## src/rtl/fsm_run_detect.sv

```systemverilog
// fsm_run_detect: detects a run of `thr` consecutive samples of T equal to
// `match`, with level or non-overlapping pulse output, a saturating run-length
// counter and a saturating detection counter. All outputs are registered.
module fsm_run_detect #(
  parameter int CNT_W = 4,
  parameter int HIT_W = 8
) (
  input  logic             clk,
  input  logic             rst,
  input  logic             en,
  input  logic             T,
  input  logic             match,
  input  logic             mode,
  input  logic [CNT_W-1:0] thr,
  input  logic             clr_hits,
  output logic             out,
  output logic [CNT_W-1:0] run_cnt,
  output logic [HIT_W-1:0] hit_cnt,
  output logic [1:0]       state_o
);

  typedef enum logic [1:0] {
    IDLE = 2'b00,
    RUN  = 2'b01,
    HIT  = 2'b10
  } state_t;

  state_t           state, state_nx;
  logic [CNT_W-1:0] run_nx, teff, run_inc;
  logic             out_nx, hit_entry, smatch, restart;

  assign state_o = state;

  // Next-state decode; pulse-mode HIT samples exactly like IDLE so the run restarts from zero
  always_comb begin
    teff      = (thr == '0) ? CNT_W'(1) : thr;
    run_inc   = (run_cnt == '1) ? run_cnt : run_cnt + CNT_W'(1);
    smatch    = (T == match);
    restart   = (state == IDLE) || ((state == HIT) && mode);
    state_nx  = state;
    run_nx    = run_cnt;
    out_nx    = out && !mode;
    hit_entry = 1'b0;
    case (state)
      IDLE, RUN, HIT: begin
        if (en) begin
          if (!smatch) begin
            state_nx = IDLE;
            run_nx   = '0;
          end else if (restart) begin
            run_nx   = CNT_W'(1);
            state_nx = (teff == CNT_W'(1)) ? HIT : RUN;
          end else if (state == RUN) begin
            run_nx   = run_inc;
            state_nx = ((CNT_W+1)'(run_cnt) + (CNT_W+1)'(1) >= (CNT_W+1)'(teff)) ? HIT : RUN;
          end else begin
            run_nx   = run_inc;
          end
          hit_entry = (state_nx == HIT) && (restart || (state == RUN));
          out_nx    = mode ? hit_entry : (state_nx == HIT);
        end
      end
      default: begin
        state_nx = IDLE;
        run_nx   = '0;
        out_nx   = 1'b0;
      end
    endcase
  end

  // State, output and counter registers; rst overrides everything, clr_hits beats a same-edge hit
  always_ff @(posedge clk) begin
    if (rst) begin
      state   <= IDLE;
      run_cnt <= '0;
      out     <= 1'b0;
      hit_cnt <= '0;
    end else begin
      state   <= state_nx;
      run_cnt <= run_nx;
      out     <= out_nx;
      if (clr_hits)
        hit_cnt <= '0;
      else if (hit_entry && (hit_cnt != '1))
        hit_cnt <= hit_cnt + HIT_W'(1);
    end
  end

endmodule
```

## config.mk

```make
export PLATFORM = sky130hd
export DESIGN_NAME = fsm_run_detect
export DESIGN_NICKNAME = d
export VERILOG_FILES = /design/src/rtl/fsm_run_detect.sv
export SDC_FILE = /design/constraint.sdc
export NUM_CORES = 1
export LEC_CHECK = 0
export CAP_MARGIN = 0
export CELL_PAD_IN_SITES_DETAIL_PLACEMENT = 0
export CELL_PAD_IN_SITES_GLOBAL_PLACEMENT = 2
export CORE_MARGIN = 5
export CORE_UTILIZATION = 26
export DETAILED_ROUTE_END_ITERATION = 7
export GPL_TIMING_DRIVEN = 1
export PLACE_DENSITY = 0.87
export SLEW_MARGIN = 20
export SYNTH_ARGS = -nofsm -noshare
export SYNTH_HDL_FRONTEND = slang
export SYNTH_SLANG_ARGS = --single-unit
```

## constraint.sdc

```tcl
create_clock -name clk -period 2.5 [get_ports clk]
set_input_delay 0.5 -clock clk [delete_from_list [all_inputs] [get_ports clk]]
set_output_delay 0.5 -clock clk [all_outputs]
set_load 0.02 [all_outputs]
```

[After elaboration in Yosys (flattened, before gate mapping)]
Cells that the tools add are included.
Operators by class
  add/sub/neg operators: 3
  multiply operators: 0
  divide/modulo/power cells: 0
  order comparisons: 1
  eq/ne operators: 8
  shift operators: 0
  multiplexer cells: 15
  bitwise logic cells: 1
  reduce and logical (&&, ||, !) cells: 13
Operator list (count)
  $mux W4: 4
  $mux W2: 7
  $add A8 B1 Y8 const B: 1
  $ne A8 B8 Y1 const B: 1
  $add A4 B1 Y5 const B: 1
  $ge A5 B4 Y1: 1
  $add A4 B1 Y4 const B: 1
  $eq A2 B2 Y1 const B: 2
  $eq A4 B1 Y1 const B: 1
  $eq A4 B4 Y1 const B: 1
  $logic_and A1 B1 Y1: 4
  $logic_not A4 Y1: 1
  $mux W1: 4
  $reduce_or A2 Y1: 2
  $ne A3 B3 Y1 const B: 1
  $reduce_or A3 Y1: 1
  $eq A2 B1 Y1 const B: 1
  $logic_not A2 Y1: 1
  $logic_or A1 B1 Y1: 2
  $reduce_and A2 Y1: 1
  $eq A1 B1 Y1: 1
  $logic_not A1 Y1: 1
  $not A1 Y1: 1
Word-level totals
  bits in registers: 15
  bits in latches: 0
  RAM bits: 0
  memory bits (read-only): 0
  bits of input ports: 11
  logic and storage cells: 45
  memories: 0

[Longest topological paths before layout]
  depth after elaboration: 14
  gate-level depth with buffers: 9
  gate-level depth less buffers: 8

[Worst setup path before layout]
OpenSTA, ideal clock, no wires.
  kind: input to register
  start: in thr[3]
  end: reg hit_cnt[1]
  arrival: 2.228 ns
  setup slack: 0.157 ns
  cell stages on the path: 9
  path through: nor3_2 > or2_2 > ha_1 > nand2b_1 > a211oi_1 > o2111a_1 > clkbuf_1 > nor3b_1 > o21a_1
On the way
  longest elaborated chain between the ends: 14
  elaborated cells on any way between the ends: 16
  those cells by class: order compare (1); eq/ne (2); mux (10); reduce/logical (3)
RTL lines
  start, declared: RTL line 14  | input logic [CNT_W-1:0] thr,
  $logic_not A4 Y1: RTL line 36  | teff = (thr == '0) ? CNT_W'(1) : thr;
  $mux W4 (*): RTL line 36
  $ge A5 B4 Y1: RTL line 55  | state_nx = ((CNT_W+1)'(run_cnt) + (CNT_W+1)'(1) >= (CNT_W+1)'(teff)) ? HIT : RUN;
  $mux W2: RTL line 55
  $mux W2: RTL line 53  | end else if (state == RUN) begin
  $mux W2 (*): RTL line 50  | end else if (restart) begin
  $mux W2 (*): RTL line 47  | if (!smatch) begin
  $mux W2 (*): RTL line 46  | if (en) begin
  $mux W2 (*): RTL line 44  | case (state)
  $eq A2 B2 Y1 (*): RTL line 59  | hit_entry = (state_nx == HIT) && (restart || (state == RUN));
  $logic_and A1 B1 Y1 (*): RTL line 59
  $mux W1 (*): RTL line 46
  $mux W1 (*): RTL line 44
  $logic_and A1 B1 Y1 (*): RTL line 84  | else if (hit_entry && (hit_cnt != '1))
  end signal, assigned: RTL line 85  | hit_cnt <= hit_cnt + HIT_W'(1);
  end, declared: RTL line 18  | output logic [HIT_W-1:0] hit_cnt,
Mark *: on every way between the ends. The rest lies on a longest branch, timed or not. The select of a mux whose other input is x is not followed.
A chain may end at the register's enable or synchronous reset.

[Worst setup path in the final report]
  start: in thr[0]
  end: reg hit_cnt[5]
The elaborated chain is that of the path after synthesis.

==> metrics.txt <==
status=complete, no violations; Hold WS=0.4585 ns; Max Cap Viol=0; Seq/Total Area, Yosys=31.45%; critical path data arrival time=2.56 ns; final worst path period share=95.10%; Top-Level Pins=26; Slew Limit Fails=0; fillers=370; PortBufs=25; clk sinks=15; Layout Nets=170; Max Clk Rate=420.6 MHz; DR vias/cell=5.035; final hold vios=0; Detailed Place HPWL=1.889 mm; Synth Register Bits=15; post-DR wirelength/cell=13.04 µm; share of cells above drive strength 1=16.45%; Synthesized Nets=135; die area=4984 µm²; number of hold buffers added after CTS=0; syn avg cell area=8.090 µm²; Initial Utilization=26.47%; main flop type after synthesis=dfxtp_1; Synth Area in Compound Gates=23.20%; first-pass GRT wire length=4.305 mm; clock buffer depth=2; Min-Delay Path Class=flop to flop; CTS tree=done; VDD IR max=125.3 µV; Post-Syn Area=954.7 µm²; data required time of the worst path=2.68 ns; row count=22; Antenna diodes=0; dpl ws=-0.4547 ns; Synth Area in XOR/XNOR=4.718%; vias in the first global route=975; ANT nets after route=0; area share of fa/ha/maj cells after synthesis=7.864%; Layout Cells excl Fill=200; largest family of logic cells by synthesized area=simple AND/OR/NAND/NOR gates; mux contribution to synthesized area=1.048%; Layout area overhead=47.58%; Yosys cell types=39; leakage power=0.4892 nW; cts bufs inserted=3; ys async rst share=0%; Global Route Usage Sum=10.47%; simple-gate area share of the yosys netlist=27.13%; largest net degree at the start of global routing=13; top cells by area, synth=dfxtp_1, ha_1, a21oi_1; Pwr Density=394.6 nW/µm²; DR vias=1,007; 1st-pass router iterations=4; Rel. slew slack=75.03%; initial DRC count=48; RSZ-0062 raised after global routing=false; worst setup margin=0.1226 ns; Finish-stage setup viols=0; Placed Instances=194; Worst-Margin Slew=0.3707 ns; antenna violations before repair=0; Ys Warns=0; Reg clk slew, reported paths=0.07 ns; critical path capture point type=flop; power after layout=556.0 µW; CP Class=primary input to flop; Post-synth EDFFs=0; Clk Latency, worst-skew pair=0.25 ns; grt ovf=0; Root Buffer=clkbuf_8; crit start category=primary input; final WL=2.608 mm; core area=3606 µm²; Synth area leader=dfxtp_1; Synth top area share=31.45%; Post-route DRC=0; Vert. Die Dim=70.60 µm; Mapped Cells=118; Worst Path Max Fanout=5; fin crit period=2.377 ns; H-tree levels=1; Placer Congestion=0.8040; die width=70.60 µm; skew final=0.002183 ns
## report_power, final
group / internal (mW) / switching, mW
logic: 0.0549 / 0.0500
registers: 0.243 / 0.00804
clock network: 0.110 / 0.0896
## through the flow
step                utilization (%)  cell area (µm²)  TNS [ns]
global route                  39.07             1409         0
floorplan                         -            954.7         0
finish                        39.07             1409         0
detailed placement            36.16             1304    -4.726
CTS                           38.17             1376         0
global placement              36.16             1304    -4.031
## final timing paths
| check | startpoint | endpoint | slack, ns | cells after the start |
|---|---|---|---|---|
| worst max-delay path | thr[0] | hit_cnt[5] | 0.12 | 8 |
| worst min-delay path | out | out | 0.46 | 2 |
| worst max register to register | run_cnt[0] | hit_cnt[5] | 0.16 | 7 |
| worst min register to register | out | out | 0.46 | 2 |
## flip-flops by register name, summed over array words and instances (netlist names)
name,flops
state_o,2
run_cnt,4
hit_cnt,8
out,1
## final cells by class
cell class | instances | area, µm² | area share (%)
clock buffers | 3 | 41.29 | 2.931
well taps | 48 | 60.06 | 4.263
multi-input cells | 94 | 673.1 | 47.78
clock inverters | 1 | 5.005 | 0.3552
inverters | 6 | 22.52 | 1.599
repair buffers | 33 | 306.5 | 21.76
flip-flops and latches | 15 | 300.3 | 21.31
## kinds of logic after synthesis
family / Yosys count
buffers and inverters: 11
adders and majority gates: 6
muxes: 1
xor gates and xnor gates: 3
AOI/OAI and AO/OA: 35
DFF: 15
and+or+nand+nor: 47
## routing by layer
| metal | vias up | wire length [µm] | global-route usage (%) |
|---|---|---|---|
| li1 | 509 | - | - |
| met1 | 474 | 1193 | 12.73 |
| met2 | 20 | 1273 | 17.78 |
| met3 | 4 | 98 | 2.131 |
| met4 | 0 | 44 | 4.802 |
| met5 | - | 0 | 0 |
## cell usage in the layout (no fill, tap or decap), drive strengths merged, types with 3 or more instances in the layout
| master | instances |
|---|---|
| clkdlybuf4s50 | 22 |
| dfxtp | 15 |
| a21oi | 12 |
| nand2 | 11 |
| buf | 8 |
| o21ai | 7 |
| inv | 6 |
| nand3 | 6 |
| nor2 | 6 |
| ha | 6 |
| o31ai | 5 |
| or3 | 5 |
| or4 | 5 |
| clkbuf | 3 |
| dlygate4sd2 | 3 |
| o2111a | 3 |
| nand2b | 3 |
## cells in the mapped netlist, types with 2 or more instances
cell and n:
dfxtp_1 15, a21oi_1 12, nand2_1 11, o21ai_0 7, ha_1 6, inv_1 6, nand3_1 6, nor2_1 6
o31ai_1 5, or3_1 5, or4_1 4, nand2b_1 3, a211oi_1 2, clkbuf_1 2, nand4_1 2, o21a_1 2
or2_2 2
## worst max-delay path, stage by stage
cell and delay, ns:
clkdlybuf4s50_1 0.41, or2_4 0.26, ha_4 0.26, nand2b_4 0.10, a211oi_2 0.08, o2111a_2 0.30, or4_1 0.50, a21oi_1 0.15
## what timing repair did
item                       4_1_cts  5_1_grt
setup buffers                    0        0
cloned                           2        0
resized for setup                6        6
pin swaps                        2        5
setup endpoints to repair       11        3
Note: power is estimated with default switching activity, not from simulation.
==> RTL change (same flow settings) <==
Register the output `hit_cnt` once more, with the module's reset; this adds one clock of latency there. The other outputs are not delayed to match.
--- a/src/rtl/fsm_run_detect.sv
+++ b/src/rtl/fsm_run_detect.sv
@@ -24,6 +24,8 @@
     RUN  = 2'b01,
     HIT  = 2'b10
   } state_t;
+
+  logic [HIT_W-1:0] hit_cnt_s0;
 
   state_t           state, state_nx;
   logic [CNT_W-1:0] run_nx, teff, run_inc;
@@ -74,15 +76,23 @@
       state   <= IDLE;
       run_cnt <= '0;
       out     <= 1'b0;
-      hit_cnt <= '0;
+      hit_cnt_s0 <= '0;
     end else begin
       state   <= state_nx;
       run_cnt <= run_nx;
       out     <= out_nx;
       if (clr_hits)
-        hit_cnt <= '0;
-      else if (hit_entry && (hit_cnt != '1))
-        hit_cnt <= hit_cnt + HIT_W'(1);
+        hit_cnt_s0 <= '0;
+      else if (hit_entry && (hit_cnt_s0 != '1))
+        hit_cnt_s0 <= hit_cnt_s0 + HIT_W'(1);
+    end
+  end
+
+  always_ff @(posedge clk) begin
+    if (rst) begin
+      hit_cnt <= '0;
+    end else begin
+      hit_cnt <= hit_cnt_s0;
     end
   end
 
Formal check against the unedited RTL: not equivalent (a bounded check fails within 4 cycles, from zero or initial values and one cycle with rst high).
==> RTL change against the original RTL <==
Register-to-register slack improved by 50 ps; synthesized area increased by 32%; cell area increased by 19%; power increased by 34%; global-route usage decreased by 0.94 points; wire length increased by 11%; sequential cell count increased by 8; worst setup slack got worse by 41 ps; sequential power increased by 51%; combinational power increased by 27%; synthesized cell count increased by 21%; count of clock-buffer cells in the layout increased by 1; hold slack improved by 41 ps; critical endpoint is now hit_cnt_s0[7].
==> RTL change: results (changes against the original RTL) <==
- Routed length per instance: 12.0 µm (-7.8%)
- Layout cells sized above 1: 0.121 (-0.0438)
- Synth top cells by count: dfxtp_1, nor2_1, nand2_1
- Adder-Cell Fraction of Synth Area: 0.0594 (-0.0192)
- Crit-path slowest cell: clkdlybuf4s50_1
- 1st-iter DRT viols: 87 (+81%)
- Sequential-to-total area share from yosys stat: 0.364 (+0.0498)
- Multiplexer share of the synthesized area: 0.00792 (-0.00256)
- Post-DP HPWL: 2230 µm (+18%)
- CTS resizes: 3 (-3)
- Cell variety after synth: 49 (+26%)
- Clk_lat worst skew: 260 ps
- Crit path arrival time: 2610 ps (+50 ps)
- Final net count: 192 (+13%)
- Ranking of synthesized cells by area: dfxtp_1, ha_1, nor2b_1, nor2_1, a21oi_1
- Vias in the first global route: 1035 (+6.2%)
- Post-Synth XOR/XNOR Area: 0.0267 (-0.0204)
- Placed cells: 237 (+22%)
- Gp weighted congestion: 0.789 (-1.8%)
- Top Family by Delay on Critical Path: compound AO/OA/AOI/OAI gates
- Peak supply drop: 0.187 mV (+49%)
- Syn_nets: 160 (+19%)
- Post-Syn Instances: 143 (+21%)
- Fill cell count: 490 (+32%)
- Clock Skew: 3.79 ps (+1.61 ps)
- Status: complete, no violations
- Rel. slew slack: 0.677 (-0.0729)
- Total Routing Usage GR: 0.0954 (-0.00936)
- Slowest stage delay, CP: 400 ps (-100 ps)
- Pleak: 0.662 nW (+35%)
- P_int: 0.552 mW (+35%)
- Detailed Route WL: 2900 µm (+11%)
- Vias/cell: 4.72 (-6.3%)
- Global-route wire length before repair: 4870 µm (+13%)
[RTL change: changes by cell type after synthesis, moves of 4 or more]
| cell | unedited run | this run |
|---|---|---|
| nor2b_1 | 1 | 10 |
| or3_1 | 5 | 1 |
| dfxtp_1 | 15 | 23 |
| o31ai_1 | 5 | 0 |
| nor2_1 | 6 | 15 |
| or4_1 | 4 | 0 |
[RTL change: stage by stage]
stage          total power, mW  setup slack (ps)  hold slack (ps)  cell area [µm²]  TNS (ps)
2_1_floorplan            0.467               225              468             1260         0
3_3_place_gp             0.523              -286              481             1630     -2490
3_5_place_dp             0.523              -302              486             1630     -2730
4_1_cts                  0.752              74.7              498             1670         0
5_1_grt                  0.790              14.0              529             1670         0
6_report                 0.745              81.6              500             1670         0
[RTL change: logic make-up (layout without fill, tap and decap cells)]
logic type,Yosys count,count (layout)
multiplexers,1,1
buffers and inverters,8,39
flip-flops,23,23
adder cells (fa/ha/maj),6,6
XOR/XNOR,3,3
AND/OR/NAND/NOR,66,66
AO/OA/AOI/OAI,36,36
[RTL change: worst paths after layout]
| kind | from | end | slack [ps] | cells after the start |
|---|---|---|---|---|
| setup / recovery | thr[0] | hit_cnt_s0[7] | 80 | 8 |
| hold / removal | run_cnt[1] | run_cnt[1] | 500 | 2 |
| setup reg to reg | run_cnt[0] | hit_cnt_s0[7] | 210 | 7 |
| hold reg to reg | run_cnt[1] | run_cnt[1] | 500 | 2 |
[RTL change: power by group through the flow]
stage	sequential [mW]	clock [mW]	combinational (mW)
global route	0.382	0.261	0.147
detailed placement	0.389	0	0.134
finish	0.380	0.232	0.133
global placement	0.389	0	0.134
CTS	0.381	0.238	0.133
floorplan	0.391	0	0.0769
[RTL change: layout make-up]
cell class / instances / area (µm²) / share of cell area
Tap cell: 67 / 83.8 / 0.0502
Sequential cell: 23 / 460 / 0.276
Clock buffer: 4 / 45.0 / 0.0270
Timing Repair Buffer: 32 / 312 / 0.187
Multi-Input combinational cell: 112 / 758 / 0.454
Inverter: 3 / 11.3 / 0.00674
[RTL change: worst register-to-register path, cell delays in order (launching register included)]
cell and delay, ps:
dfxtp_1 460, ha_1 240, xor2_1 270, ha_1 290
o2111a_1 270, a32o_2 280, and4_1 220, a211oi_2 200
[RTL change: per-layer routing]
metal	vias to the layer above	routed length [µm]	track usage
li1	593	-	-
met1	522	1440	0.131
met2	18	1350	0.158
met3	4	76	0.0102
met4	0	31	0.0258
met5	-	0	0
